==> src/rtl/conv_window_buffer.sv <==
// Sliding KxK window generator over a raster pixel stream.
// Line buffers feed the right column; windows emitted at valid positions only.
module conv_window_buffer #(
  parameter int DATA_WIDTH  = 16,
  parameter int KERNEL_SIZE = 5,
  parameter int IMG_WIDTH   = 28,
  parameter int IMG_HEIGHT  = 28
) (
  input  logic clk,
  input  logic reset,
  input  logic restart,
  input  logic [DATA_WIDTH-1:0] pixel_in,
  input  logic pixel_valid,
  output logic [KERNEL_SIZE*KERNEL_SIZE*DATA_WIDTH-1:0] pixel_data,
  output logic window_valid,
  output logic [$clog2(IMG_HEIGHT)-1:0] win_row,
  output logic [$clog2(IMG_WIDTH)-1:0] win_col,
  output logic frame_done
);

  localparam int K      = KERNEL_SIZE;
  localparam int NPIX   = K * K;
  localparam int LB_LEN = (K - 1) * IMG_WIDTH;
  localparam int RW     = $clog2(IMG_HEIGHT);
  localparam int CW     = $clog2(IMG_WIDTH);

  logic [DATA_WIDTH-1:0] lb  [LB_LEN];
  logic [DATA_WIDTH-1:0] win [NPIX];
  logic [RW-1:0] row;
  logic [CW-1:0] col;
  logic in_win;
  logic last_pix;
  logic row_end;
  logic take;

  assign row_end  = (col == CW'(IMG_WIDTH - 1));
  assign last_pix = row_end && (row == RW'(IMG_HEIGHT - 1));
  assign in_win   = (row >= RW'(K - 1)) && (col >= CW'(K - 1));
  assign take     = pixel_valid && !restart;

  for (genvar g = 0; g < NPIX; g++) begin : g_flat
    assign pixel_data[g*DATA_WIDTH +: DATA_WIDTH] = win[g];
  end

  // Line buffers: one long shift chain, lb[j] is the pixel j+1 accepts ago
  always_ff @(posedge clk) begin
    if (pixel_valid) begin
      lb[0] <= pixel_in;
      for (int j = 1; j < LB_LEN; j++) begin
        lb[j] <= lb[j-1];
      end
    end
  end

  // Window: shift left, right column loads from line-buffer taps
  always_ff @(posedge clk or negedge reset) begin
    if (!reset) begin
      for (int i = 0; i < NPIX; i++) begin
        win[i] <= '0;
      end
    end else if (pixel_valid) begin
      for (int r = 0; r < K; r++) begin
        for (int c = 0; c < K - 1; c++) begin
          win[r*K+c] <= win[r*K+c+1];
        end
        if (r == K - 1) begin
          win[r*K+K-1] <= pixel_in;
        end else begin
          win[r*K+K-1] <= lb[(K-1-r)*IMG_WIDTH-1];
        end
      end
    end
  end

  // Position of the next pixel to be accepted
  always_ff @(posedge clk or negedge reset) begin
    if (!reset) begin
      row <= '0;
      col <= '0;
    end else if (restart) begin
      row <= '0;
      col <= pixel_valid ? CW'(1) : '0;
    end else if (pixel_valid) begin
      if (row_end) begin
        col <= '0;
        row <= last_pix ? '0 : row + 1'b1;
      end else begin
        col <= col + 1'b1;
      end
    end
  end

  // Window strobe, output-map coordinates and end-of-frame pulse
  always_ff @(posedge clk or negedge reset) begin
    if (!reset) begin
      window_valid <= 1'b0;
      frame_done   <= 1'b0;
      win_row      <= '0;
      win_col      <= '0;
    end else begin
      window_valid <= take && in_win;
      frame_done   <= take && last_pix;
      if (take && in_win) begin
        win_row <= row - RW'(K - 1);
        win_col <= col - CW'(K - 1);
      end
    end
  end

endmodule

==> config.mk <==
export PLATFORM = sky130hd
export DESIGN_NAME = conv_window_buffer
export DESIGN_NICKNAME = d
export VERILOG_FILES = /design/src/rtl/conv_window_buffer.sv
export SDC_FILE = /design/constraint.sdc
export NUM_CORES = 1
export LEC_CHECK = 0
export ABC_CLOCK_PERIOD_IN_PS = 2000
export BUFFER_PORTS_ARGS = -buffer_cell sky130_fd_sc_hd__buf_2
export CORE_ASPECT_RATIO = 1.2
export CORE_UTILIZATION = 59
export DETAILED_ROUTE_END_ITERATION = 8
export PLACE_DENSITY_LB_ADDON = 0.05
export SYNTH_ARGS = -nofsm -noshare
export SYNTH_HDL_FRONTEND = slang
export SYNTH_SLANG_ARGS = --single-unit
==> constraint.sdc <==
create_clock -name clk -period 2 [get_ports clk]
set_input_delay 0.2 -clock clk [delete_from_list [all_inputs] [get_ports clk]]
set_output_delay 0.2 -clock clk [all_outputs]
set_load 0.05 [all_outputs]
==> flow_results.org, run 1 <==
** Timing
- The final count of hold timing violations came to 0.
- Highest clock rate :: 0.527 GHz
- Final number of max-transition violations :: 0
- The tightest hold path in the finished design has a slack of 0.0882 ns.
- Worst Tran Pin Value :: 0.682 ns
- Portion of the clock cycle consumed by the worst path in the final layout :: 0.949
- Setup WS post-layout :: 0.102 ns
- Final min period :: 1.90 ns
- RSZ-0062 raised after global routing :: no
- Measured against its own limit, the worst slew margin works out to 0.544.
- Setup violations remaining at the end of the flow were counted as 0.
- The clock arrives with 0.0200 ns of skew.

** Clocking
- Maximum buffer depth of the clock tree :: 3
- Clock-pin slew was measured on the worst setup and hold paths at 0.06 ns.
- Sink Count :: 2214
- At the later pin of the worst-skew pair, clock insertion delay measures 0.79 ns.
- CTS buffer count :: 196
- Clock tree root buffer cell :: sky130_fd_sc_hd__clkbuf_16
- TritonCTS clock tree :: built
- The H-tree was split into 4 levels.

** Global routing
- The number of global-route vias before repair was 27500.
- GRT Overall Usage :: 0.167
- The first global-routing pass estimated 155000 um of wire.
- Entering global routing, the biggest net connects 123 pins.
- For this run the aggregate overflow at the end of global routing stands at 0.
- The number of antenna violations at the first check in global routing came to 3.

** Routing
- For this block, the routed nets add up to 96700 um of wire.
- In this run the remaining antenna-violating nets after routing total 0.
- Routed length per placed instance :: 18.8 um
- The first routing iteration left 1965 violations.
- Via/cell ratio :: 5.22
- # DRC :: 0
- Number of iterations in the first detailed-routing pass :: 5
- Across all layers, the routed design uses 26900 vias.

** Synthesis
- Synthesis produced 2742 cells.
- For this run, the number of Yosys warnings is 0.
- Ys async rst share :: 0.191
- Dominant cell type by area after synthesis :: sky130_fd_sc_hd__edfxtp_1
- Top cell type's share of synthesized area :: 0.771
- Yosys instantiated no cell more often than sky130_fd_sc_hd__edfxtp_1.
- Count of state elements after synthesis :: 2214
- The cell area that synthesis handed to floorplanning was 69800 um2.
- Yosys mapped the design onto 39 distinct sky130hd cell types.
- Top flip-flop cell by instance count after synthesis :: sky130_fd_sc_hd__edfxtp_1
- The number of nets in the synthesized netlist is 2774.
- Share of synthesized area occupied by flip-flops and latches :: 0.922
- EDFF count, synth :: 1792
- Per-instance average area after synthesis :: 25.5 um2
- Ranking of synthesized cells by area :: sky130_fd_sc_hd__edfxtp_1 77%, sky130_fd_sc_hd__dfrtp_1 15%, sky130_fd_sc_hd__mux2_2 6.5%
- Commonest cells in the netlist :: 1792 x sky130_fd_sc_hd__edfxtp_1, 422 x sky130_fd_sc_hd__dfrtp_1, 401 x sky130_fd_sc_hd__mux2_2

** Worst setup path
- Across all register-to-register paths, the minimum setup slack is 0.10 ns.
- Arrival time at the worst endpoint :: 2.56 ns
- Largest fanout of any net on the critical path :: 11
- STA classifies the critical path startpoint as a flip-flop.
- At the worst endpoint, the required time is 2.66 ns.
- CP Capture Type :: flip-flop
- Path type of the worst setup path :: flip-flop to flip-flop
- Number of cells traversed by the worst register-to-register path :: 5
- The endpoint identified for the worst register-to-register timing path is win_col[0].
- The startpoint identified for the worst register-to-register timing path is col[3].

** Die
- Core Footprint :: 117000 um2
- From bottom edge to top edge, the die measures 379 um.
- Starting utilization of the core area :: 0.598
- Area of the die :: 120000 um2
- Die W :: 316 um
- The floorplan has 137 rows.
- For this design the top-level I/O count stands at 432.

** Power
- For this design the total switching power over the nets is 0.0258 W.
- Of the total power, registers draw 0.538.
- The internal portion of the total power is 0.0778 W.
- Summed over all cells, the static leakage comes to 30.1 nW.
- Of the total power, the share spent switching nets is 0.249.
- Of the total power, the clock network draws 0.357.
- After layout, the design draws a total of 0.104 W.
- Part of the total power dissipated in combinational logic :: 0.105
- Worst-case vdd ir drop :: 0.000962 V
- In this run the power density over the cells is 1270 nW/um2.

** Placement
- Once placement completed, the tool counted placed cells totaling 4759.
- Standard cell area after detailed placement :: 74800 um2
- The wire-length estimate of the detail-placed layout is 53400 um.
- Post-Place Setup Slack :: -0.189 ns
- Final weighted congestion in routability-driven placement :: 0.816
- The count of buffers added on input and output ports is 431.

** Finish
- Count of fill cells added during filler insertion :: 7061
- With fillers left out, the area of the finished cells amounts to 81500 um2.
- At the end of the flow, the number of nets in the layout was 3480.
- P&R area growth vs syn :: 16.8%
- Final cell count without fillers :: 5148
- Of the cells placed in the final design, the portion with a size suffix greater than 1 is 0.346.

** Worst hold path
- Hold Path Class :: input port to asynchronous set/reset pin

** Run status
- Result of the run :: finished clean

** Flow run
- The tool flagged a number of max-cap violations equal to 0.
[per-layer routing]
metal	wire (um)	track usage
met1	45300	0.253
met3	4720	0.0355
met5	0	0
met4	2550	0.0656
met2	44200	0.240
[metrics by stage]
stage | setup TNS, ns | util
after detailed placement | -1.08 | 0.641
after global placement | -0.411 | 0.641
final | 0 | 0.698
after CTS | 0 | 0.698
after global routing | 0 | 0.698
after floorplan | 0 | -
[worst max-delay path, cell delays in order (launching register included)]
cell and delay (ns):
sky130_fd_sc_hd__dfrtp_1 0.39, sky130_fd_sc_hd__inv_1 0.08, sky130_fd_sc_hd__ha_1 0.21, sky130_fd_sc_hd__a2111oi_4 0.10
sky130_fd_sc_hd__nor3_4 0.59, sky130_fd_sc_hd__mux2_2 0.41
[flip-flops by register name (all words and copies together) (netlist names)]
name          count
window_valid      1
win_col           5
frame_done        1
col               5
lb             1792
row               5
pixel_data      400
win_row           5
[cell type report]
type	instances	area, um2	share of cell area
timing repair buffer	557	3600	0.0441
inverter	11	41.3	0.000507
sequential	2214	64400	0.790
antenna	1	2.50	0.0000307
clock inverter	117	1070	0.0131
multi-input combinational	468	5150	0.0631
clock buffer	251	5380	0.0659
tap	1529	1910	0.0235
[power by group through the flow]
stage	clock, W	combinational (W)	sequential, W
final	0.0370	0.0109	0.0557
after floorplan	0	0.00174	0.0619
after global placement	0	0.0107	0.0565
after CTS	0.0383	0.0110	0.0558
after detailed placement	0	0.0109	0.0567
after global routing	0.0400	0.0113	0.0562
[cell usage in the layout, fill, tap and decap left out, types with 2 or more instances in the layout]
cell,netlist,routed
sky130_fd_sc_hd__clkbuf_8,0,7
sky130_fd_sc_hd__a31oi_1,2,2
sky130_fd_sc_hd__buf_12,0,33
sky130_fd_sc_hd__clkinv_1,0,32
sky130_fd_sc_hd__clkinv_8,0,2
sky130_fd_sc_hd__a21o_1,2,2
sky130_fd_sc_hd__xor2_1,2,2
sky130_fd_sc_hd__edfxtp_1,1792,1792
sky130_fd_sc_hd__nand3_1,4,3
sky130_fd_sc_hd__inv_1,11,11
sky130_fd_sc_hd__mux2_2,401,401
sky130_fd_sc_hd__mux2i_1,3,3
sky130_fd_sc_hd__nand2_1,4,4
sky130_fd_sc_hd__nand2b_1,2,2
sky130_fd_sc_hd__nor2_1,2,2
sky130_fd_sc_hd__clkbuf_2,0,2
sky130_fd_sc_hd__ha_1,12,12
sky130_fd_sc_hd__a2111oi_4,2,2
sky130_fd_sc_hd__o22ai_1,2,2
sky130_fd_sc_hd__mux2_4,7,7
sky130_fd_sc_hd__inv_6,0,9
sky130_fd_sc_hd__clkinv_2,0,47
sky130_fd_sc_hd__buf_2,46,429
sky130_fd_sc_hd__clkbuf_16,0,205
sky130_fd_sc_hd__bufinv_16,0,17
sky130_fd_sc_hd__buf_4,0,74
sky130_fd_sc_hd__dfrtp_1,422,422
sky130_fd_sc_hd__clkbuf_1,1,37
sky130_fd_sc_hd__o21ai_0,3,3
sky130_fd_sc_hd__o31ai_1,2,2
sky130_fd_sc_hd__clkinvlp_4,0,7
sky130_fd_sc_hd__dlygate4sd3_1,0,19
[repair_timing]
item / in CTS / in global routing
pin swaps: 0 / 0
hold endpoints to repair: 477 / 0
endpoints found under the setup margin: 10 / 2
buffers inserted: 0 / 0
hold buffers: 20 / 0
gates resized for setup: 1 / 1
[how the worst max path moves through the flow]
stage,start,endpoint
detailed placement,col[3],win_col[0]
CTS,col[3],win_col[0]
floorplan,row[3],win_col[1]
finish,col[3],win_col[0]
global route,col[3],win_col[0]
global placement,col[0],win_col[0]
[kinds of logic (layout without fill, tap and decap cells)]
| kind of cell | count (synthesis) | after routing | share of synthesized area |
|---|---|---|---|
| muxes | 411 | 411 | 0.0666 |
| AOI/OAI and AO/OA | 21 | 21 | 0.00269 |
| buffers and inverters | 60 | 936 | 0.00427 |
| and+or+nand+nor | 21 | 21 | 0.00174 |
| DFF | 2214 | 2214 | 0.922 |
| other | 0 | 1 | 0 |
| xor gates and xnor gates | 3 | 3 | 0.000376 |
| adders and majority gates | 12 | 12 | 0.00215 |
Power figures use the tool's default switching activity.
==> run 2, diff against run 1 <==
- PLACE_DENSITY: unset -> 0.89
- PLACE_DENSITY_LB_ADDON: 0.05 -> unset
==> flow_results.org, run 2 (synthesis results as in run 1) <==
** Routing
- The via count is 28000 (+4.2%).
- The detailed router's first-iteration violation count is 2446 (+24%).
- The detailed-routing iteration count for the pre-antenna-repair pass is 5 (unchanged).
- The DRC violation count after routing was 0 (unchanged).
- The post-detailed-route wirelength per cell is 24.2 um (+29%).
- Via/cell ratio :: 5.50 (+5.4%)
- The detailed-route wire length was 123000 um (+27%).
- The count of antenna-violating nets left after detailed routing came to 0 (unchanged).

** Global routing
- The global-route wire length before repair was 184000 um (+18%).
- The maximum number of pins on one net before global-route repair was 150 (+22%).
- GRT Overall Usage :: 0.207 (+0.0408)
- Overall overflow remaining after global route :: 0 (unchanged)
- The number of antenna violations at the first check in global routing came to 1 (-2).
- The number of global-route vias before repair is 29100 (+6.0%).

** Placement
- The worst slack at placement came to -0.154 ns (+0.0345 ns).
- Dpl cells :: 4711 (-1.0%)
- Placed wire-length estimate :: 57600 um (+7.9%)
- Final weighted congestion in routability-driven placement :: 0.778 (-4.7%)
- Number of port buffers :: 431 (unchanged)

** Power
- The switching power of the nets came to 0.0274 W (+6.1%).
- Pwr per Cell Area :: 1290 nW/um2 (+1.8%)
- The design internal power came to 0.0775 W (-0.48%).
- The combinational group share of total power came to 0.107 (+0.002).
- Worst-case vdd ir drop :: 0.00123 V (+28%)
- Share of total power in the clock network :: 0.358 (about the same)
- Leakage power total :: 29.8 nW (-1.0%)
- The total design power came to 0.105 W (+1.2%).
- The power share of the sequential group was 0.536 (-0.002).
- The net switching fraction of the power is 0.261 (+0.0121).

** Finish
- The total inserted antenna cells came to 0 (-1).
- The flip-flop count of the largest register, all copies and words added came to 1792 (unchanged).
- Register containing the most flip-flops in the final layout :: lb
- Leaving out fill and tap cells, the most frequent cell in the layout is sky130_fd_sc_hd__edfxtp_1.
- Commonest non-fill, non-tap cells in the layout :: 1792 x sky130_fd_sc_hd__edfxtp_1, 429 x sky130_fd_sc_hd__buf_2, 421 x sky130_fd_sc_hd__dfrtp_1
- Nets@finish :: 3429 (-1.5%)
- The final standard cell count with taps included and fillers excluded was 5091 (-1.1%).
- P&R area growth vs syn :: 16.0%
- The proportion of layout cells with a drive suffix above 1 was 0.336 (-0.0100).

** Clocking
- The maximum root-to-sink buffer count was 3 (unchanged).
- Clock tree synthesis selected as its root buffer the cell sky130_fd_sc_hd__clkbuf_16.
- Register clock-pin slew on the reported worst setup and hold paths :: 0.08 ns (+0.02 ns)
- Sink Count :: 2214 (unchanged)
- The H-tree level count is 4 (unchanged).
- The insertion delay to the later sink of the worst-skew pair came to 0.81 ns (+0.02 ns).
- The number of clock buffers inserted by TritonCTS was 191 (-2.6%).
- TritonCTS built the clock tree.

** Timing
- Worst Tran Pin Value :: 1.01 ns (+0.330 ns)
- The clock skew after layout was 0.0337 ns (+0.0138 ns).
- Highest clock rate :: 0.461 GHz (-12%)
- The share of the cycle needed by the critical path after routing is 1.08 (+0.135).
- Final setup violation count :: 2 (+2)
- The final critical-path required period was 2.17 ns (+0.270 ns).
- Setup WS post-layout :: -0.168 ns (-0.270 ns)
- RSZ-0062 raised after global routing :: yes
- Final number of max-transition violations :: 0 (unchanged)
- Final hold slack :: 0.104 ns (+0.0157 ns)
- The final count of hold timing violations came to 0 (unchanged).
- The remaining max-slew budget at the tightest pin came to 0.325 (-0.219).

** Worst setup path
- CP Capture Type :: flip-flop
- The largest individual stage delay along the critical path comes from the cell sky130_fd_sc_hd__or3_1.
- Cell-by-cell listing of the critical path :: buf_4, inv_1, ha_1, and3_1, or3_1, o21ai_0
- Largest fanout of any net on the critical path :: 5 (-6)
- STA classifies the critical path startpoint as a flip-flop.
- Required time of the critical path :: 2.69 ns (+0.03 ns)
- Path type of the worst setup path :: flip-flop to flip-flop
- Arrival time at the worst endpoint :: 2.85 ns (+0.29 ns)
- The largest incremental delay on the critical path was 0.46 ns (-0.13 ns).

** Run status
- The flow ran to the end, but the final reports show violations.
- The checks that failed: negative setup slack.

** Die
- Number of top-level pins :: 432 (unchanged)
- The overall die width is 316 um (unchanged).
- Starting utilization of the core area :: 0.598 (unchanged)
- The height of the chip is 379 um (unchanged).
- The die area is 120000 um2 (unchanged).
- The area of the core region is 117000 um2 (unchanged).
- The site row count is 137 (unchanged).

** Worst hold path
- The tightest min-delay check is of the input port to asynchronous set/reset pin type.

** Flow run
- The max-cap check violation count came to 0 (unchanged).
## run 2: cell count changes in the layout (fill, tap and decap cells not counted), moves of 3 or more
cell	before	now
sky130_fd_sc_hd__clkinv_2	47	40
sky130_fd_sc_hd__inv_6	9	3
sky130_fd_sc_hd__clkbuf_16	205	199
sky130_fd_sc_hd__clkinvlp_4	7	3
sky130_fd_sc_hd__clkinvlp_2	0	3
sky130_fd_sc_hd__buf_12	33	26
sky130_fd_sc_hd__clkbuf_8	7	12
sky130_fd_sc_hd__buf_4	74	35
## run 2: path summary, 6_finish.rpt
check,start,slack [ns],depth (start not counted),to
worst min register to register,lb[102][10],0.40,0,lb[103][10]
worst max-delay path,row[2],-0.17,6,row[0]
min in group clk,pixel_in[3],0.12,2,lb[0][3]
worst min-delay path,reset,0.10,3,pixel_data[3]
max in group asynchronous,reset,1.42,3,pixel_data[367]
worst max register to register,row[2],-0.17,6,row[0]
## run 2: metrics by stage
stage / util / cell area (um2) / setup TNS, ns
floorplan: - / 69800 / 0
global placement: 0.637 / 74400 / -0.0951
detailed placement: 0.637 / 74400 / -0.778
CTS: 0.694 / 81000 / 0
global route: 0.694 / 81000 / -0.198
finish: 0.694 / 81000 / -0.216
## run 2: power by group through the flow
stage          sequential (W)  combinational (W)  clock, W
3_5_place_dp           0.0568             0.0109         0
2_1_floorplan          0.0619            0.00174         0
4_1_cts                0.0562             0.0111    0.0382
6_report               0.0562             0.0112    0.0375
5_1_grt                0.0565             0.0116    0.0400
3_3_place_gp           0.0565             0.0106         0
## run 2: critical path, delay by kind of cell (launching register included)
kind | cells | cell delay, ns
AO/OA/AOI/OAI | 1 | 0.34
AND/OR/NAND/NOR | 2 | 0.72
flip-flops | 1 | 0.40
adder cells (fa/ha/maj) | 1 | 0.30
buffers and inverters | 2 | 0.30
## run 2: timing repair
item / in CTS / in global routing
setup buffers: 0 / 2
gates resized for setup: 3 / 2
hold endpoints to repair: 520 / 0
gates cloned: 0 / 0
endpoints found under the setup margin: 13 / 4
hold buffers: 20 / 0
pin swaps: 0 / 1
## run 2: layer usage
metal	track usage	share of wire
met2	0.341	0.50
met1	0.273	0.40
met3	0.0471	0.066
met5	0	0
met4	0.0773	0.031
## run 2: cell type report
type / count / area [um2]
fill: 6333 / 35700
tap: 1529 / 1910
sequential: 2214 / 64400
clock inverter: 111 / 1080
inverter: 11 / 41.3
timing repair buffer: 511 / 3160
multi-input combinational: 468 / 5160
clock buffer: 247 / 5280
